### config.mk
export PLATFORM = sky130hd
export DESIGN_NAME = uart_rx
export DESIGN_NICKNAME = d
export VERILOG_FILES = /design/src/rtl/uart_pkg.sv /design/src/rtl/uart_rx_sync.sv /design/src/rtl/uart_rx.sv
export SDC_FILE = /design/constraint.sdc
export NUM_CORES = 1
export LEC_CHECK = 0
export CELL_PAD_IN_SITES_DETAIL_PLACEMENT = 0
export CELL_PAD_IN_SITES_GLOBAL_PLACEMENT = 1
export CORE_MARGIN = 3
export CORE_UTILIZATION = 47
export DETAILED_ROUTE_END_ITERATION = 12
export GPL_TIMING_DRIVEN = 0
export PLACE_DENSITY_LB_ADDON = 0.1
export SETUP_SLACK_MARGIN = 0.4
export SLEW_MARGIN = 40
export SYNTH_ARGS = -nofsm -noshare
export SYNTH_HDL_FRONTEND = slang
export SYNTH_SLANG_ARGS = --single-unit
### constraint.sdc
create_clock -name clk -period 2.3 [get_ports clk]
set_clock_uncertainty 0.05 [all_clocks]
set_input_delay 0.69 -clock clk [delete_from_list [all_inputs] [get_ports clk]]
set_output_delay 0.69 -clock clk [all_outputs]
set_load 0.05 [all_outputs]
### src/rtl/uart_pkg.sv
// Shared UART constants and state encodings, used by both the receiver and the transmitter.
// Helper functions derive the bit-period and mid-bit sample constants from any clock/baud pair.
package uart_pkg;

  localparam int unsigned DEF_CLK_FREQ  = 50_000_000;
  localparam int unsigned DEF_BAUD_RATE = 9600;

  function automatic int unsigned calc_baud_cnt_max(input int unsigned clk_freq,
                                                    input int unsigned baud_rate);
    return clk_freq / baud_rate;
  endfunction

  function automatic int unsigned calc_sample_pt(input int unsigned baud_cnt_max);
    return baud_cnt_max / 2 - 1;
  endfunction

  localparam int unsigned BAUD_CNT_MAX = calc_baud_cnt_max(DEF_CLK_FREQ, DEF_BAUD_RATE);
  localparam int unsigned SAMPLE_PT    = calc_sample_pt(BAUD_CNT_MAX);

  typedef enum logic [3:0] {
    ST_IDLE  = 4'b0001,
    ST_START = 4'b0010,
    ST_DATA  = 4'b0100,
    ST_STOP  = 4'b1000
  } uart_state_e;

endpackage

### src/rtl/uart_rx_sync.sv
// Two-flop synchronizer plus delay flop for the serial line.
// Produces a one-cycle falling-edge strobe for start-bit detection.
module uart_rx_sync (
  input  logic clk,
  input  logic rst_n,
  input  logic rx_i,
  output logic rx_s,
  output logic fall
);

  logic       meta_q;
  logic       sync_q;
  logic       dly_q;
  logic [1:0] vld_q;
  logic       armed_q;

  always_ff @(posedge clk or negedge rst_n) begin
    if (!rst_n) begin
      meta_q  <= 1'b1;
      sync_q  <= 1'b1;
      dly_q   <= 1'b1;
      vld_q   <= 2'b00;
      armed_q <= 1'b0;
    end else begin
      meta_q <= rx_i;
      sync_q <= meta_q;
      dly_q  <= sync_q;
      vld_q  <= {vld_q[0], 1'b1};
      // Arm only after a real (not reset-preset) high is seen, so a line held low
      // across reset release cannot fake a start edge.
      if (vld_q[1] && sync_q) armed_q <= 1'b1;
    end
  end

  assign rx_s = sync_q;
  assign fall = armed_q & ~sync_q & dly_q;

endmodule

### src/rtl/uart_rx.sv
// 8N1 UART receiver: mid-bit sampling, LSB first, one-cycle po_flag / frame_err pulses.
// Returns to IDLE at the stop-bit sample so back-to-back frames are accepted.
module uart_rx
  import uart_pkg::*;
#(
  parameter int unsigned CLK_FREQ  = DEF_CLK_FREQ,
  parameter int unsigned BAUD_RATE = DEF_BAUD_RATE
) (
  input  logic       clk,
  input  logic       rst_n,
  input  logic       rx,
  output logic [7:0] po_data,
  output logic       po_flag,
  output logic       frame_err
);

  localparam int unsigned CNT_MAX = calc_baud_cnt_max(CLK_FREQ, BAUD_RATE);
  localparam int unsigned SMP_PT  = calc_sample_pt(CNT_MAX);
  localparam int unsigned CNT_W   = (CNT_MAX > 1) ? $clog2(CNT_MAX) : 1;

  logic             rx_s;
  logic             fall;
  logic             strobe;
  uart_state_e      state_q, state_d;
  logic [CNT_W-1:0] baud_cnt_q, baud_cnt_d;
  logic [2:0]       bit_cnt_q, bit_cnt_d;
  logic [7:0]       shift_q, shift_d;
  logic [7:0]       data_q, data_d;
  logic             flag_q, flag_d;
  logic             err_q, err_d;

  uart_rx_sync u_sync (
    .clk   (clk),
    .rst_n (rst_n),
    .rx_i  (rx),
    .rx_s  (rx_s),
    .fall  (fall)
  );

  assign strobe = (baud_cnt_q == CNT_W'(SMP_PT));

  always_ff @(posedge clk or negedge rst_n) begin
    if (!rst_n) begin
      state_q    <= ST_IDLE;
      baud_cnt_q <= '0;
      bit_cnt_q  <= '0;
      shift_q    <= '0;
      data_q     <= '0;
      flag_q     <= 1'b0;
      err_q      <= 1'b0;
    end else begin
      state_q    <= state_d;
      baud_cnt_q <= baud_cnt_d;
      bit_cnt_q  <= bit_cnt_d;
      shift_q    <= shift_d;
      data_q     <= data_d;
      flag_q     <= flag_d;
      err_q      <= err_d;
    end
  end

  always_comb begin
    state_d    = state_q;
    baud_cnt_d = baud_cnt_q;
    bit_cnt_d  = bit_cnt_q;
    shift_d    = shift_q;
    data_d     = data_q;
    flag_d     = 1'b0;
    err_d      = 1'b0;

    if (state_q != ST_IDLE) begin
      baud_cnt_d = (baud_cnt_q == CNT_W'(CNT_MAX - 1)) ? '0 : baud_cnt_q + CNT_W'(1);
    end

    case (state_q)
      ST_IDLE: begin
        baud_cnt_d = '0;
        if (fall) state_d = ST_START;
      end
      ST_START: begin
        if (strobe) begin
          if (rx_s) begin
            state_d    = ST_IDLE;
            baud_cnt_d = '0;
          end else begin
            state_d   = ST_DATA;
            bit_cnt_d = '0;
          end
        end
      end
      ST_DATA: begin
        if (strobe) begin
          shift_d[bit_cnt_q] = rx_s;
          bit_cnt_d          = bit_cnt_q + 3'd1;
          if (bit_cnt_q == 3'd7) state_d = ST_STOP;
        end
      end
      ST_STOP: begin
        if (strobe) begin
          if (rx_s) begin
            data_d = shift_q;
            flag_d = 1'b1;
          end else begin
            err_d = 1'b1;
          end
          state_d    = ST_IDLE;
          baud_cnt_d = '0;
        end
      end
      default: begin
        state_d    = ST_IDLE;
        baud_cnt_d = '0;
      end
    endcase
  end

  assign po_data   = data_q;
  assign po_flag   = flag_q;
  assign frame_err = err_q;

endmodule

### After elaboration in Yosys (flattened, before gate mapping)

Cells that the tools add are included.

* flip-flop bits (word level): 44
* bits in latches: 0
* bits in writable memories: 0
* bits in read-only memories: 0
* input bits: 3
* output and inout port bits: 10
* word-level logic and storage cells: 66
* memories kept: 0

* add/subtract/negate cells: 2
* $mul: 0
* div/mod/pow operators: 0
* $lt $le $gt $ge: 2
* eq/ne operators: 14
* shift operators: 0
* mux-type cells: 26
* bitwise operators: 3
* reduce and logical (&&, ||, !) cells: 7

Operator list (count)
* $mux 13: 5
* $pmux 13 s3: 1
* $mux 4: 5
* $pmux 4 s4: 1
* $add 13x1->13 const B: 1
* $eq 13x12->1 const B: 1
* $eq 13x13->1 const B: 1
* $mux 3: 4
* $ne 2x2->1 const B: 6
* $bwmux 8: 1
* $mux 1: 7
* $pmux 3 s2: 1
* $reduce_and 5->1: 1
* $eq 4x1->1 const B: 1
* $eq 4x2->1 const B: 1
* $eq 4x3->1 const B: 1
* $eq 4x4->1 const B: 1
* $lt 3x4->1 const B: 1
* $ne 4x1->1 const B: 1
* $reduce_and 4->1: 1
* $add 3x1->3 const B: 1
* $demux 1 s3: 1
* $eq 3x3->1 const B: 1
* $ge 3x1->1 const B: 1
* 6 further kinds: 8

### Depth between registers and ports, before layout

Gate-level depths: netlist of run 1.

* depth after elaboration: 6
* mapped depth: 7
* gate-level depth less buffers: 6

### Cells and area by module

A second synthesis of run 1 with hierarchy kept.

* cells, all modules: 185
* area total of the unflattened synthesis: 2124.5 µm²

By module, submodules not included
* uart_rx: instances 1, cells each 176, area each 1949.4 µm², seq. area each 952.2 µm²
* uart_rx_sync: instances 1, cells each 9, area each 175.2 µm², seq. area each 153.9 µm²

### Worst setup path before layout of run 1

No wires, ideal clock.

* path kind: flip-flop to flip-flop
* start: reg baud_cnt_q[0]
* end: reg shift_q[2]
* library setup time: 0.125 ns
* arrival: 1.769 ns
* required time: 2.125 ns
* setup slack: 0.356 ns
* stages on the path, launching flop included: 7
* buffers on the path: 1
* period minus slack after synthesis: 1.944 ns
* path through: dfrtp_1 > ha_1 > nor3b_2 > nand4_2 > buf_6 > nor4_1 > mux2_2

* longest elaborated chain between the ends: 2

Ends and longest elaborated chain
* start: declaration: line uart_rx.sv:25 `logic [CNT_W-1:0] baud_cnt_q, baud_cnt_d;`
* start signal: assignment: line uart_rx.sv:53 `baud_cnt_q <= baud_cnt_d;`
* $eq 13x12->1: line uart_rx.sv:40 `assign strobe = (baud_cnt_q == CNT_W'(SMP_PT));`
* $reduce_and 2->1 (no source line)
* end signal: assignment: line uart_rx.sv:55 `shift_q <= shift_d;`
* end: declaration: line uart_rx.sv:27 `logic [7:0] shift_q, shift_d;`

Every way passes these cells.
A chain may end at the register's enable or synchronous reset.

### Final worst setup path of run 1

* start: reg baud_cnt_q[4]
* end: reg shift_q[0]

The elaborated chain is that of the path after synthesis.

==> reports/metrics.cfg, run 1 <==
[setup_path]
cp-start-kind = register
required_ns = 2.42
cp-end-kind = register
r2r_slack_ns = 0.33
cp_slowest_cell = dfrtp_2
path_max_fanout = 6
startpoint = baud_cnt_q[4]
reg2reg_from = baud_cnt_q[4]
max_stage_delay_ns = 0.47
crit_chain = nor4b_4, nand4_4, buf_6, buf_6, nor4b_4, mux2_4
cp.arrival_ns = 2.09
critical_path_class = reg -> reg

[power]
peakVddDrop_uv = 413
sequentialPowerShare = 0.397
internal-power_mw = 1.44
power.total_mw = 2.08
power.leakage_nw = 1.24
swShare = 0.308
powerDensity_nw_per_um2 = 740
combPwrFrac = 0.306
clkPwrFrac = 0.297
power_switching_mw = 0.643

[outcome]
outcome = finished, final reports clean

[sta]
min_period_ns = 1.97
setup_ws_ns = 0.335
hold_violations = 0
whs_ns = 0.307
worst_slew_pin_slew_ns = 0.536
finalCritPeriodShare = 0.855
setup_tns_ns = 0
slew_violations = 0
slew-limit-headroom = 0.643
max_freq_ghz = 0.509
setup_viol = 0
rsz0062_at_grt = yes

[placed_design]
place_ws_ns = 0.127
post-place-cells = 245
portBuffers = 12
gp_congestion = 0.789
hpwl_mm = 2.82

[detailed_routing]
firstDrtPassIters = 4
wirelength_mm = 4.53
route.detailed.drc = 0
postRouteAntennaNets = 0
vias = 1585
viasPerCell = 5.85
avgRoutedWirePerCell_um = 16.7
drtIter0Drc = 71

[final_layout]
final_nets = 226
syn2layout_area_growth_pct = 30.8
antenna_cells = 0
layout.cells.non_filler = 271
layout-drive-gt1-share = 0.443

[floorplan]
num_rows = 23
initial_core_util = 0.512
dieArea_um2 = 5430
ios = 13
dieWidth_um = 73.7
coreArea_um2 = 4200
die_h_um = 73.7

[cts]
cts-root-buf = clkbuf_8
holdBufCountCts = 0
cts.clk_slew.worst_paths_ns = 0.08
clock_path_buffers = 2
clock_latency_ns = 0.29
numCtsBuffers = 5
cts-htree-levels = 2
cts_tree = yes
clock-sinks = 44

[global_routing]
antenna_found_initial = 0
grt_pass1_vias = 1535
gr-usage-all-layers = 0.174
overflow = 0
grt_max_degree = 45
grt_pass1_wl_mm = 7.40

[synth]
avgSynthCellArea_um2 = 11.8
synth_area_leaders = dfrtp_1 47%, mux2_2 8.9%, dfstp_2 4.9%
yosys.area.top_type = dfrtp_1
syn_inst = 183
synth_area_um2 = 2150
synth_warnings = 0
async_flop_share = 1.00
synth_edf_count = 0
ys_seq_area_frac = 0.514
synth_cell_types = 53
synth.top_cell.area_share = 0.465
ys_ff_latch = 44
ys.flop_type = dfrtp_1
synth_nets = 189

[flow_run]
maxCapViolCount = 0

[min_path]
hold_path.startpoint = u_sync.meta_q
hp-class = reg -> reg

## power by group through the flow
stage | Combinational [mW] | Sequential, mW | Clock [mW]
2_1_floorplan | 0.307 | 0.846 | 0
3_3_place_gp | 0.392 | 0.853 | 0
3_5_place_dp | 0.400 | 0.854 | 0
4_1_cts | 0.508 | 0.826 | 0.631
5_1_grt | 0.684 | 0.832 | 0.663
6_report | 0.638 | 0.827 | 0.618
## placed cells by master, fill, tap and decap left out, drive strengths merged, types with 2 or more instances in the layout
cell type	instances
or4	2
buf	24
mux2i	2
nand4	7
clkbuf	18
xor2	6
o21ai	4
o31ai	3
and2	3
nand3	5
mux2	17
a31oi	2
nor4	7
dfstp	4
nor2b	2
a22o	2
and4	2
nor3	8
nor4b	4
a211oi	3
a21oi	3
nand2	10
xnor2	2
dfrtp	40
or3	3
inv	5
nand2b	3
ha	3
nor3b	3
nor2	8
## per-layer routing
| metal | track usage | part of all wire | vias to the layer above |
|---|---|---|---|
| li1 | - | - | 751 |
| met2 | 0.266 | 0.48 | 18 |
| met5 | 0 | 0 | - |
| met4 | 0.0423 | 0.017 | 0 |
| met1 | 0.255 | 0.48 | 810 |
| met3 | 0.0328 | 0.021 | 6 |
## what timing repair did
action,CTS,global route
gates cloned,0,1
setup buffers,11,6
resized for setup,43,34
pin swaps,6,9
endpoints found under the setup margin,35,37
## per-stage QoR
stage / instance area, um2 / utilization
final: 2820 / 0.670
after global placement: 2350 / 0.560
after CTS: 2700 / 0.641
after floorplan: 2170 / -
after global routing: 2820 / 0.670
after detailed placement: 2350 / 0.560
## Yosys cell counts (all sizes together) (2+ instances only)
master   n
nand2b   3
and2     3
a22o     2
nor2     7
o21ai    4
dfrtp   40
mux2i    2
nand3    5
nor3     8
or4      2
and4     2
nor4b    4
inv      5
xor2     6
nor3b    3
nor2b    2
o31ai    3
a211oi   3
xnor2    2
nand4    7
nand2   10
a31oi    2
mux2    17
a21oi    3
dfstp    4
buf      6
or3      3
nor4     7
ha       3
clkbuf   2
## final timing paths
| path | endpoint | cells after the start |
|---|---|---|
| worst max-delay path | shift_q[0] | 6 |
| max in group asynchronous | baud_cnt_q[4] | 1 |
| min in group asynchronous | baud_cnt_q[10] | 1 |
| worst min register to register | u_sync.rx_s | 0 |
| worst max register to register | shift_q[0] | 6 |
| worst min-delay path | u_sync.rx_s | 0 |
## critical path, delay by kind of cell, from the launching register on
family	cells	cell delay, ns
buffers and inverters	2	0.27
DFF	1	0.47
muxes	1	0.32
and+or+nand+nor	3	0.74
## area by class of cell
| class | instances | area [um2] |
|---|---|---|
| flip-flops and latches | 44 | 1110 |
| clock buffers | 6 | 82.6 |
| fillers | 314 | 1390 |
| inverters | 5 | 18.8 |
| well taps | 50 | 62.6 |
| repair buffers | 29 | 215 |
| clock inverters | 2 | 38.8 |
| plain buffers | 8 | 70.1 |
| multi-input cells | 127 | 1220 |
## logic make-up after synthesis
logic type,share of synthesized area
flops,0.514
other cells,0.00174
buf+inv,0.0390
mux,0.0983
fa+ha+maj,0.0174
simple gates,0.217
xor+xnor,0.0326
compound gates,0.0802
## registers in the layout, indices dropped and copies added, names as in the netlist
register	cells
u_sync.meta_q	1
frame_err	1
u_sync.vld_q	2
po_data	8
bit_cnt_q	3
state_q	4
shift_q	8
baud_cnt_q	13
u_sync.rx_s	1
po_flag	1
u_sync.armed_q	1
u_sync.dly_q	1
Power figures use the tool's default switching activity.
==> run 2: changes to the inputs <==
- RECOVER_POWER: unset -> 50
==> run 2 against run 1 <==
Final cell count is the same. Non-clock buffer count stayed put. Highest routed layer unchanged. Routed wire length about the same. Largest cell class unchanged. Core utilization fell by 0.060 points.
==> reports/metrics.cfg, run 2 (synthesis gave the netlist of run 1 again) <==
[floorplan]
num_rows = 23  ; unchanged
dieWidth_um = 73.7  ; unchanged
ios = 13  ; unchanged
initial_core_util = 0.512  ; unchanged
coreArea_um2 = 4200  ; unchanged
die_h_um = 73.7  ; unchanged
dieArea_um2 = 5430  ; unchanged

[sta]
rsz0062_at_grt = yes
setup_ws_ns = 0.333  ; -0.00193 ns
setup_viol = 0  ; unchanged
worst_slew_pin_slew_ns = 1.06  ; +0.520 ns
finalCritPeriodShare = 0.855  ; about the same
max_freq_ghz = 0.508  ; about the same
min_period_ns = 1.97  ; +0.00194 ns
slew-limit-headroom = 0.296  ; -0.346
whs_ns = 0.309  ; +0.00139 ns
hold_violations = 0  ; unchanged
slew_violations = 0  ; unchanged
setup_tns_ns = 0  ; unchanged

[final_layout]
syn2layout_area_growth_pct = 30.7  ; about the same
layout.cells.non_filler = 271  ; unchanged
final_nets = 226  ; unchanged
largest_register_ff_count = 13  ; unchanged
antenna_cells = 0  ; unchanged
mostFrequentLayoutCells = 39 x dfrtp_1, 14 x buf_4, 12 x clkbuf_2, 12 x mux2_2, 9 x nand2_1
n_fill_cell = 315  ; +0.32%
layout-drive-gt1-share = 0.439  ; -0.00452
final_common_cell = dfrtp_1
top_register = baud_cnt_q

[detailed_routing]
firstDrtPassIters = 4  ; unchanged
postRouteAntennaNets = 0  ; unchanged
drtIter0Drc = 71  ; unchanged
vias = 1586  ; +0.063%
route.detailed.drc = 0  ; unchanged
avgRoutedWirePerCell_um = 16.7  ; about the same
wirelength_mm = 4.53  ; about the same
viasPerCell = 5.85  ; about the same

[cts]
holdBufCountCts = 0  ; unchanged
clock_latency_ns = 0.29  ; about the same
clock-sinks = 44  ; unchanged
cts_tree = yes
numCtsBuffers = 5  ; unchanged
clock_path_buffers = 2  ; unchanged
cts-root-buf = clkbuf_8
cts.clk_slew.worst_paths_ns = 0.08  ; about the same
cts-htree-levels = 2  ; unchanged

[setup_path]
path_max_fanout = 6  ; unchanged
reg2reg_from = baud_cnt_q[4]
cp.arrival_ns = 2.09  ; about the same
cp-endpoint = shift_q[0]
cp-end-kind = register
r2r_slack_ns = 0.33  ; about the same
critical_path_class = reg -> reg
cp-start-kind = register
required_ns = 2.42  ; about the same
r2r_cells = 6  ; unchanged
startpoint = baud_cnt_q[4]
r2r-end = shift_q[0]

[placed_design]
portBuffers = 12  ; unchanged
gp_congestion = 0.789  ; unchanged
hpwl_mm = 2.82  ; unchanged
place_ws_ns = 0.127  ; unchanged
post-place-cells = 245  ; unchanged

[min_path]
hp-class = reg -> reg
hold_path_depth = 0  ; unchanged

[global_routing]
grt_pass1_wl_mm = 7.40  ; unchanged
grt_pass1_vias = 1535  ; unchanged
overflow = 0  ; unchanged
antenna_found_initial = 0  ; unchanged
gr-usage-all-layers = 0.174  ; unchanged
grt_max_degree = 45  ; unchanged

[power]
peakVddDrop_uv = 413  ; -0.17%
power.leakage_nw = 1.24  ; about the same
power.total_mw = 2.08  ; about the same
powerDensity_nw_per_um2 = 741  ; about the same

[flow_run]
maxCapViolCount = 0  ; unchanged

[outcome]
outcome = finished, final reports clean

[run 2: cell types whose count changed in the layout (fill, tap and decap cells not counted)]
cell and change:
dlygate4sd3_1 +1, clkbuf_2 +1, clkdlybuf4s50_1 -1, dfstp_2 -1, buf_4 -1, dfstp_1 +1
[run 2: through the flow]
stage,area [um2],util
after floorplan,2170,-
after global placement,2350,0.560
after detailed placement,2350,0.560
after CTS,2700,0.641
after global routing,2810,0.669
final,2810,0.669
[run 2: final cells by class]
class | count | area [um2] | share of cell area
clock buffers | 6 | 82.6 | 0.0294
flip-flops and latches | 44 | 1110 | 0.394
plain buffers | 8 | 70.1 | 0.0249
multi-input cells | 127 | 1220 | 0.434
well taps | 50 | 62.6 | 0.0222
clock inverters | 2 | 38.8 | 0.0138
inverters | 5 | 18.8 | 0.00667
repair buffers | 29 | 213 | 0.0756
[run 2: timing repair]
item	CTS	global route
cloned	0	1
endpoints found under the hold margin	0	0
resized for setup	43	34
pin swaps	6	9
setup buffers	11	6
endpoints found under the setup margin	35	37
[run 2: how the worst min path moves through the flow]
stage                         start         endpoint  slack, ns
floorplan           u_sync.vld_q[0]  u_sync.vld_q[1]       0.28
global placement    u_sync.vld_q[0]  u_sync.vld_q[1]       0.28
detailed placement  u_sync.vld_q[0]  u_sync.vld_q[1]       0.29
CTS                   u_sync.meta_q      u_sync.rx_s       0.31
global route          u_sync.meta_q      u_sync.rx_s       0.32
finish              u_sync.vld_q[0]  u_sync.vld_q[1]       0.31
[run 2: worst max-delay path, cell delays in order, from the launching register on]
cell	delay [ns]
dfrtp_2	0.47
nor4b_4	0.34
nand4_4	0.18
buf_6	0.16
buf_6	0.11
nor4b_4	0.23
mux2_4	0.32
[run 2: report_power, final]
| group | leakage [nW] | internal [mW] | switching [mW] | total [mW] |
|---|---|---|---|---|
| logic | 0.592 | 0.275 | 0.363 | 0.638 |
| clock network | 0.0614 | 0.355 | 0.264 | 0.619 |
| registers | 0.588 | 0.810 | 0.0169 | 0.827 |
[run 2: metal layers]
metal	up-vias	global-route usage	share of wire
li1	752	-	-
met5	-	0	0
met4	0	0.0423	0.017
met3	6	0.0328	0.026
met1	808	0.255	0.48
met2	20	0.266	0.48
==> run 3: changes to the inputs <==
- CORE_ASPECT_RATIO: unset -> 0.8
==> run 3 against run 2 <==
Die area rose by 0.10%. Worst hold slack got worse by 0.0032 ns. Combinational power fell by 12%. Global-route usage rose by 0.54 points. Via count rose by 0.95%. Sequential cell count did not move. Critical path depth did not move. Non-clock buffer count rose by 1. Fmax barely moved. Cell area fell by 1.0%. Routed wire length rose by 3.9%. Clock power fell by 1%.
==> reports/metrics.cfg, run 3 (synthesis gave the netlist of run 1 again) <==
[placed_design]
gp_congestion = 0.873  ; +11%
hpwl_mm = 2.78  ; -1.2%
portBuffers = 12  ; unchanged
post-place-cells = 252  ; +2.9%

[detailed_routing]
avgRoutedWirePerCell_um = 16.9  ; +1.3%
route.detailed.drc = 0  ; unchanged
firstDrtPassIters = 4  ; unchanged
vias = 1601  ; +0.95%
wirelength_mm = 4.71  ; +3.9%
viasPerCell = 5.76  ; -1.6%
postRouteAntennaNets = 0  ; unchanged
drtIter0Drc = 98  ; +38%

[outcome]
outcome = finished, final reports clean

[setup_path]
path_max_fanout = 8  ; +2
reg2reg_from = baud_cnt_q[0]
cp-end-kind = register
r2r-end = shift_q[6]
r2r_cells = 6  ; unchanged
required_ns = 2.44  ; +0.02 ns
cp-start-kind = register
cp-endpoint = shift_q[6]
critical_path_class = reg -> reg
startpoint = baud_cnt_q[0]
cp.arrival_ns = 2.10  ; about the same
r2r_slack_ns = 0.33  ; about the same

[sta]
slew_violations = 0  ; unchanged
min_period_ns = 1.97  ; -0.000621 ns
rsz0062_at_grt = yes
worst_slew_pin_slew_ns = 1.08  ; +0.0206 ns
slew-limit-headroom = 0.283  ; -0.0137
finalCritPeriodShare = 0.855  ; about the same
setup_viol = 0  ; unchanged
max_freq_ghz = 0.508  ; about the same
hold_violations = 0  ; unchanged

[cts]
cts.clk_slew.worst_paths_ns = 0.09  ; about the same
cts-htree-levels = 2  ; unchanged
clock_path_buffers = 2  ; unchanged
cts-root-buf = clkbuf_8
clock-sinks = 44  ; unchanged
clock_latency_ns = 0.29  ; about the same
holdBufCountCts = 0  ; unchanged
cts_tree = yes
numCtsBuffers = 5  ; unchanged

[final_layout]
layout.cells.non_filler = 278  ; +2.6%
largest_register_ff_count = 13  ; unchanged
antenna_cells = 0  ; unchanged
layout-drive-gt1-share = 0.416  ; -0.0226
top_register = baud_cnt_q
mostFrequentLayoutCells = 38 x dfrtp_1, 14 x buf_4, 10 x clkbuf_2
final_nets = 226  ; unchanged
final_common_cell = dfrtp_1
syn2layout_area_growth_pct = 29.4
multiInputGateArea_um2 = 1160  ; -5.0%
ff_latch_area_um2 = 1110  ; +0.11%
post-route-util = 0.650  ; -0.0194
n_fill_cell = 313  ; -0.63%

[power]
powerDensity_nw_per_um2 = 718  ; -3.1%
power.total_mw = 2.00  ; -4.1%
peakVddDrop_uv = 490  ; +19%
power.leakage_nw = 1.19  ; -3.9%

[floorplan]
num_rows = 21  ; -8.7%
die_h_um = 66.5  ; -9.7%
dieArea_um2 = 5430  ; +0.10%
coreArea_um2 = 4280  ; +1.9%
dieWidth_um = 81.7  ; +11%
ios = 13  ; unchanged
initial_core_util = 0.502  ; -0.00973

[global_routing]
grt.met2_usage = 0.242  ; -0.0239
grt_pass1_wl_mm = 7.28  ; -1.7%
grt_max_degree = 45  ; unchanged
grt_pass1_vias = 1483  ; -3.4%
grt_use_met3 = 0.0405  ; +0.00771
gr-usage-all-layers = 0.179  ; +0.00542
antenna_found_initial = 0  ; unchanged
overflow = 0  ; unchanged
grt.met1_usage = 0.281  ; +0.0264
busiest_layer = met1

[min_path]
hp-class = reg -> reg

[flow_run]
maxCapViolCount = 0  ; unchanged

==> run 3: cell types whose count changed in the layout (fill, tap and decap cells not counted), sizes merged <==
cell | before | now
clkinvlp | 0 | 1
inv | 5 | 6
clkdlybuf4s15 | 0 | 2
clkinv | 1 | 0
nor2 | 8 | 7
clkbuf | 19 | 17
==> run 3: metal layers <==
| layer | wire [um] | share of wire |
|---|---|---|
| met3 | 231 | 0.049 |
| met5 | 0 | 0 |
| met4 | 18 | 0.0038 |
| met2 | 2040 | 0.43 |
| met1 | 2420 | 0.51 |
==> run 3: worst min path at each step <==
stage / from / end / slack, ns / cells past startpoint
5_1_grt: u_sync.meta_q / u_sync.rx_s / 0.32 / 0
4_1_cts: u_sync.vld_q[0] / u_sync.vld_q[1] / 0.31 / 0
6_report: u_sync.vld_q[0] / u_sync.vld_q[1] / 0.31 / 0
3_5_place_dp: u_sync.vld_q[0] / u_sync.vld_q[1] / 0.29 / 0
2_1_floorplan: u_sync.vld_q[0] / u_sync.vld_q[1] / 0.28 / 0
3_3_place_gp: u_sync.vld_q[0] / u_sync.vld_q[1] / 0.28 / 0
==> run 3: cell type report <==
class | instances | area share
inverters | 5 | 0.00674
plain buffers | 8 | 0.0252
multi-input cells | 126 | 0.416
well taps | 57 | 0.0256
clock inverters | 3 | 0.0166
repair buffers | 30 | 0.0867
clock buffers | 5 | 0.0247
flip-flops and latches | 44 | 0.398
==> run 3: power by group <==
group	switching [mW]	leakage [nW]	internal [mW]
sequential	0.0161	0.586	0.810
clock	0.282	0.0548	0.327
combinational	0.339	0.552	0.223
total	0.638	1.19	1.36
==> run 3: per-stage QoR <==
step	setup TNS (ns)	setup WS, ns	hold WS, ns	instance area, um2
2_1_floorplan	0	0.411	0.281	2170
3_3_place_gp	-23.63	-0.578	0.283	2360
3_5_place_dp	0	0.166	0.286	2360
4_1_cts	0	0.299	0.307	2630
5_1_grt	0	0.261	0.320	2780
6_report	0	0.333	0.306	2780
==> run 3: repair_timing <==
action / CTS / global route
setup buffers: 11 / 5
pin swaps: 2 / 2
resized for setup: 32 / 37
cloned: 0 / 2
setup endpoints to repair: 40 / 41
==> run 3: worst max-delay path, stage by stage, from the launching register on <==
cell	delay, ns
dfrtp_1	0.40
ha_4	0.15
nor3b_4	0.24
nand4_4	0.18
buf_6	0.18
nor4_2	0.28
mux2_2	0.36
